## config.mk

```make
export PLATFORM = sky130hd
export DESIGN_NAME = adder_share_arb_flat
export DESIGN_NICKNAME = d
export VERILOG_FILES = /design/src/rtl/adder_share_pkg.sv /design/src/rtl/adder_share_arb_if.sv /design/src/rtl/rr_arbiter.sv /design/src/rtl/adder_share_arb.sv /design/src/flat_wrapper.sv
export SDC_FILE = /design/constraint.sdc
export NUM_CORES = 1
export LEC_CHECK = 0
export ABC_AREA = 1
export BUFFER_PORTS_ARGS = -buffer_cell sky130_fd_sc_hd__buf_2
export CORE_AREA = 10 10 236 238
export DETAILED_ROUTE_END_ITERATION = 6
export DIE_AREA = 0 0 246 248
export SETUP_SLACK_MARGIN = 0.05
export SLEW_MARGIN = 30
export SYNTH_ARGS = -nofsm -noshare
export SYNTH_HDL_FRONTEND = slang
export SYNTH_SLANG_ARGS = --single-unit
```

## constraint.sdc

```tcl
create_clock -name clk -period 22.6 [get_ports clk]
set_clock_uncertainty 0.05 [all_clocks]
set_input_delay 4.52 -clock clk [delete_from_list [all_inputs] [get_ports clk]]
set_output_delay 4.52 -clock clk [all_outputs]
set_load 0.03 [all_outputs]
```

## src/rtl/adder_share_pkg.sv

```systemverilog
// Shared types and default sizing for the shared-adder arbiter block.
package adder_share_pkg;

    localparam int DEF_N    = 4;
    localparam int DEF_W    = 64;
    localparam int DEF_CNTW = 32;

    // One requester's slot in req_data: a in the low half, b in the high half.
    typedef struct packed {
        logic [DEF_W-1:0] b;
        logic [DEF_W-1:0] a;
    } operand_pair_t;

    typedef enum logic [0:0] {
        ST_EMPTY = 1'b0,
        ST_FULL  = 1'b1
    } state_t;

endpackage

```

## src/rtl/adder_share_arb_if.sv

```systemverilog
// Requester-side operand bus plus result stream of the shared adder.
interface adder_share_arb_if
    import adder_share_pkg::*;
#(
    parameter int N    = DEF_N,
    parameter int W    = DEF_W,
    parameter int IDW  = $clog2(N),
    parameter int CNTW = DEF_CNTW
);

    logic [N*2*W-1:0] req_data;
    logic [N-1:0]     req_valid;
    logic [N-1:0]     req_ready;
    logic             rr_mode;
    logic [W-1:0]     dout;
    logic [IDW-1:0]   dout_id;
    logic             dout_tvalid;
    logic             dout_tready;
    logic [CNTW-1:0]  grant_cnt;

    modport master (
        output req_data, req_valid, rr_mode, dout_tready,
        input  req_ready, dout, dout_id, dout_tvalid, grant_cnt
    );

    modport slave (
        input  req_data, req_valid, rr_mode, dout_tready,
        output req_ready, dout, dout_id, dout_tvalid, grant_cnt
    );

endinterface

```

## src/rtl/rr_arbiter.sv

```systemverilog
// Combinational round-robin / fixed-priority winner select; the pointer lives in the parent.
module rr_arbiter #(
    parameter int N   = 4,
    parameter int IDW = $clog2(N)
) (
    input  logic [N-1:0]   req,
    input  logic [IDW-1:0] ptr,
    input  logic           rr_mode,
    output logic [N-1:0]   grant,
    output logic [IDW-1:0] win_idx,
    output logic           any_grant
);

    logic [IDW-1:0] base_s;

    // Index base+k folded back into 0..N-1; base is always below N.
    function automatic logic [IDW-1:0] wrap_idx(input logic [IDW-1:0] base, input int k);
        int s;
        s = int'(base) + k;
        if (s >= N) begin
            s = s - N;
        end else begin
            s = s;
        end
        return s[IDW-1:0];
    endfunction

    // First requester at or after the search base wins; fixed mode searches from zero.
    always_comb begin
        grant     = '0;
        win_idx   = '0;
        any_grant = 1'b0;
        base_s    = rr_mode ? ptr : '0;
        for (int k = 0; k < N; k++) begin
            if (!any_grant && req[wrap_idx(base_s, k)]) begin
                any_grant = 1'b1;
                win_idx   = wrap_idx(base_s, k);
            end else begin
                any_grant = any_grant;
            end
        end
        if (any_grant) begin
            grant[win_idx] = 1'b1;
        end else begin
            grant = '0;
        end
    end

endmodule

```

## src/rtl/adder_share_arb.sv

```systemverilog
// One registered W-bit adder shared by N valid/ready requesters, result on a
// backpressured stream tagged with the winner's index.
module adder_share_arb
    import adder_share_pkg::*;
#(
    parameter int N    = DEF_N,
    parameter int W    = DEF_W,
    parameter int IDW  = $clog2(N),
    parameter int CNTW = DEF_CNTW
) (
    input  logic              clk,
    input  logic              rst,
    adder_share_arb_if.slave  bus
);

    state_t          state_r;
    logic [W-1:0]    dout_r;
    logic [IDW-1:0]  dout_id_r;
    logic            tvalid_r;
    logic [CNTW-1:0] cnt_r;
    logic [IDW-1:0]  ptr_r;

    logic            out_free_s;
    logic [N-1:0]    arb_req_s;
    logic [N-1:0]    grant_s;
    logic [IDW-1:0]  win_s;
    logic            any_s;
    logic [2*W-1:0]  pair_s;
    logic [W-1:0]    sum_s;

    // The output slot can take a new result when empty or draining this cycle;
    // reset also blocks grants so nothing is accepted while it is held.
    assign out_free_s = (state_r == ST_EMPTY) || bus.dout_tready;
    assign arb_req_s  = bus.req_valid & {N{out_free_s & ~rst}};

    rr_arbiter #(
        .N   (N),
        .IDW (IDW)
    ) u_arb (
        .req       (arb_req_s),
        .ptr       (ptr_r),
        .rr_mode   (bus.rr_mode),
        .grant     (grant_s),
        .win_idx   (win_s),
        .any_grant (any_s)
    );

    // Select the winner's operand pair; data never feeds back into the grant logic.
    always_comb begin
        pair_s = '0;
        for (int i = 0; i < N; i++) begin
            if (win_s == IDW'(i)) begin
                pair_s = bus.req_data[i*2*W +: 2*W];
            end else begin
                pair_s = pair_s;
            end
        end
    end

    assign sum_s = pair_s[W-1:0] + pair_s[2*W-1:W];

    // Output-register FSM, fairness pointer and grant counter.
    always_ff @(posedge clk or posedge rst) begin
        if (rst) begin
            state_r   <= ST_EMPTY;
            dout_r    <= '0;
            dout_id_r <= '0;
            tvalid_r  <= 1'b0;
            cnt_r     <= '0;
            ptr_r     <= '0;
        end else begin
            if (any_s) begin
                cnt_r <= cnt_r + CNTW'(1);
                if (win_s == IDW'(N-1)) begin
                    ptr_r <= '0;
                end else begin
                    ptr_r <= win_s + IDW'(1);
                end
            end else begin
                cnt_r <= cnt_r;
                ptr_r <= ptr_r;
            end

            case (state_r)
                ST_EMPTY: begin
                    if (any_s) begin
                        state_r   <= ST_FULL;
                        dout_r    <= sum_s;
                        dout_id_r <= win_s;
                        tvalid_r  <= 1'b1;
                    end else begin
                        state_r   <= ST_EMPTY;
                        tvalid_r  <= 1'b0;
                    end
                end
                ST_FULL: begin
                    if (bus.dout_tready && any_s) begin
                        // Drain and refill in the same cycle: no bubble.
                        state_r   <= ST_FULL;
                        dout_r    <= sum_s;
                        dout_id_r <= win_s;
                        tvalid_r  <= 1'b1;
                    end else if (bus.dout_tready) begin
                        state_r   <= ST_EMPTY;
                        dout_r    <= '0;
                        dout_id_r <= '0;
                        tvalid_r  <= 1'b0;
                    end else begin
                        state_r   <= ST_FULL;
                        tvalid_r  <= 1'b1;
                    end
                end
                default: begin
                    state_r   <= ST_EMPTY;
                    dout_r    <= '0;
                    dout_id_r <= '0;
                    tvalid_r  <= 1'b0;
                end
            endcase
        end
    end

    assign bus.req_ready   = grant_s;
    assign bus.dout        = dout_r;
    assign bus.dout_id     = dout_id_r;
    assign bus.dout_tvalid = tvalid_r;
    assign bus.grant_cnt   = cnt_r;

endmodule

```

## src/flat_wrapper.sv

```systemverilog
// flat-port wrapper written by rule: the top's interface ports become plain ports
module adder_share_arb_flat import adder_share_pkg::*;
#(
    parameter int N    = DEF_N,
    parameter int W    = DEF_W,
    parameter int IDW  = $clog2(N),
    parameter int CNTW = DEF_CNTW
)
  (clk, rst, bus_req_data, bus_req_valid, bus_rr_mode, bus_dout_tready, bus_req_ready, bus_dout, bus_dout_id, bus_dout_tvalid, bus_grant_cnt);
  adder_share_arb_if #(.N(N), .W(W), .IDW(IDW), .CNTW(CNTW)) bus_i ();
  input  logic clk;
  input  logic rst;
  input wire logic [$bits(bus_i.req_data)-1:0] bus_req_data;
  input wire logic [$bits(bus_i.req_valid)-1:0] bus_req_valid;
  input wire logic [$bits(bus_i.rr_mode)-1:0] bus_rr_mode;
  input wire logic [$bits(bus_i.dout_tready)-1:0] bus_dout_tready;
  output wire logic [$bits(bus_i.req_ready)-1:0] bus_req_ready;
  output wire logic [$bits(bus_i.dout)-1:0] bus_dout;
  output wire logic [$bits(bus_i.dout_id)-1:0] bus_dout_id;
  output wire logic [$bits(bus_i.dout_tvalid)-1:0] bus_dout_tvalid;
  output wire logic [$bits(bus_i.grant_cnt)-1:0] bus_grant_cnt;
  assign bus_i.req_data = bus_req_data;
  assign bus_i.req_valid = bus_req_valid;
  assign bus_i.rr_mode = bus_rr_mode;
  assign bus_i.dout_tready = bus_dout_tready;
  assign bus_req_ready = bus_i.req_ready;
  assign bus_dout = bus_i.dout;
  assign bus_dout_id = bus_i.dout_id;
  assign bus_dout_tvalid = bus_i.dout_tvalid;
  assign bus_grant_cnt = bus_i.grant_cnt;
  adder_share_arb #(.N(N), .W(W), .IDW(IDW), .CNTW(CNTW)) u_core (.clk(clk), .rst(rst), .bus(bus_i));
endmodule
```

==> results.cfg <==
[hold_path]
whs_path_depth = 2
min_path_type = flip-flop to flip-flop

[status]
outcome = complete, no violations

[cells_and_area]
multi_input_area_um2 = 9770
area_growth_syn_to_layout_pct = 27.9
layout.cells.most_common_list = nand2_1 (1006), buf_2 (622), inv_1 (382)
seq_area_um2 = 2530
nets = 3735
final_common_cell = nand2_1
fillers = 6010
drive_gt1_share_pct = 21.6

[synth]
ys_warn_count = 0
synth_fp_nets = 3196
yosysTopAreaCell = nand2_1
synth_cell_types = 35
syn-cell-area_um2 = 14200
synth-seq-cells = 101
syn_avg_cell_area_um2 = 5.45
syn_inst = 2607
synth_seq_area_share_pct = 17.8
yosys-top-cells-area = nand2_1 (27%), dfrtp_1 (18%), inv_1 (10%)
synth_top_area_share_pct = 26.6

[flow_run]
drv_cap = 0

[sta]
slew_headroom_pct = 41.7
fin_setup_tns_ns = 0
fin_crit_sh_pct = 57.7
fmax_ghz = 0.0767
finalHoldViolations = 0
setup_viol_count_final = 0
final_max_slew_viol_count = 0
rsz0062_at_grt = false
fin_crit_ns = 13.03
worst_pin_slew_ns = 0.875

[floorplanning]
die_y_um = 248
chipWidth_um = 246
dieArea_um2 = 61000
pin_count = 623
core_area_um2 = 51000
start_util_pct = 27.9
placement_rows = 83

[detailed_routing]
wl_met2_mm = 37.1
route.met3.wl_mm = 5.38
vias = 18100
drt-met1-wl_mm = 31.1
dr.pass1.iters = 5
routedWlPerCell_um = 19.6
drt_iter0_drc = 1117
drc = 0
ant_nets = 0
highest_layer = met5
drt-vias-per-instance = 4.71
drt-total-wl_mm = 75.1

[grt]
grt_use_total_pct = 23.6
grt_start_max_net_pins = 122
overflow = 0
grt_pass1_vias = 17593
antenna_found_initial = 18
grt_pass1_wl_mm = 109

[cts]
cts_buffer_depth = 2
cts.htree.levels = 3
cts.sinks = 101
cts_made_buffers = 9
clkSlewWorstSetupHoldPaths_ns = 0.07
hold_buffers = 0
cts_setup_buffers = 0
cts_root_buffer = clkbuf_16
clk_latency_ns = 0.35
cts_tree = yes
cts_resized = 0

[setup_path]
cp-start-kind = primary input
critPathMaxFanout = 117
endpoint_kind = output port
cp.arrival_ns = 8.46
worstSetupPathType = primary input to output port
rr_worst_depth = 34
required_ns = 18.03

[placed_design]
dpl.hpwl_mm = 65.1
place_congestion = 0.939
port-buffer-count = 622
-- stage by stage --
stage | area (µm²) | cells | util, % | setup WS, ns | hold WS [ns]
3_3_place_gp | 17800 | 3814 | 34.9 | 9.42 | 0.402
3_5_place_dp | 17800 | 3814 | 34.9 | 9.41 | 0.403
6_report | 18200 | 3842 | 35.6 | 9.57 | 0.417
2_1_floorplan | 14200 | 2607 | - | 8.65 | 0.480
4_1_cts | 18100 | 3830 | 35.5 | 9.40 | 0.422
5_1_grt | 18100 | 3835 | 35.6 | 9.01 | 0.429
-- state kept, by name (all words and copies together) (netlist names) --
name and cells:
u_core.bus.dout 64, u_core.bus.dout_id 2, u_core.bus.dout_tvalid 1, u_core.bus.grant_cnt 32
u_core.ptr_r 2
-- critical path, cell delays in order --
cell     delay [ns]
buf_2          0.13
inv_4          0.32
nand2_1        0.18
nor2_1         0.15
nand2_1        0.08
o21ai_0        0.10
nand2_1        0.08
nand2_1        0.20
nor2_8         0.09
nand2_8        0.50
nand3_1        0.34
inv_1          0.22
ha_2           0.20
buf_4          0.54
inv_6          0.33
nor2_1         0.18
buf_2          0.23
-- cells in the mapped netlist --
cell and count:
nand2_1 1006, inv_1 384, nor2_1 269, a21oi_1 142
o21ai_0 128, nand3_1 107, dfrtp_1 101, a22oi_1 97
clkbuf_1 75, ha_1 68, xor2_1 34, a221oi_1 31
o31ai_1 31, nor3_1 30, buf_2 15, or2_2 15
nand4_1 14, nand3b_1 10, buf_6 8, xnor2_1 7
o21ai_1 5, inv_2 4, nand2_2 4, nor4_1 4
o21bai_1 4, buf_1 3, buf_4 2, nor2_8 2
and2_1 1, fa_1 1, nand2_8 1, nor2_4 1
nor3b_1 1, o21a_1 1, o21ai_2 1
-- final timing paths --
path	to	from	slack, ns
worst max-delay path	bus_req_ready[3]	rst	9.57
worst min-delay path	u_core.bus.dout[9]	u_core.bus.dout[9]	0.42
worst max register to register	u_core.bus.dout[46]	u_core.ptr_r[0]	15.41
worst min register to register	u_core.bus.dout[9]	u_core.bus.dout[9]	0.42
max in group asynchronous	u_core.bus.dout[61]	rst	17.35
min in group asynchronous	u_core.bus.grant_cnt[24]	rst	4.13
-- metal layers --
metal	vias to the layer above	global-route usage, %
met3	70	5.16
met5	-	0
met4	6	5.43
li1	9366	-
met1	8012	28.0
met2	646	42.7
-- logic make-up (layout without fill, tap and decap cells) --
kind of cell	count (synthesis)	in the layout	share of synthesized area [%]
adder cells (fa/ha/maj)	69	69	6.13
XOR/XNOR	41	41	2.53
buffers and inverters	491	1035	13.6
other	0	11	0
AO/OA/AOI/OAI	440	440	18.7
AND/OR/NAND/NOR	1465	1465	41.3
flip-flops	101	101	17.8
-- area by class of cell --
class                           instances  area share, %
Multi-Input combinational cell       2015           53.8
Timing Repair Buffer                  631           17.6
Sequential cell                       101           13.9
Inverter                              388           8.10
Tap cell                              680           4.68
Clock buffer                           10           1.32
Clock inverter                          6          0.434
Antenna cell                           11          0.152
Power is not shown: default switching activity piles up to over one toggle a cycle in this logic, so the estimate is an artifact.
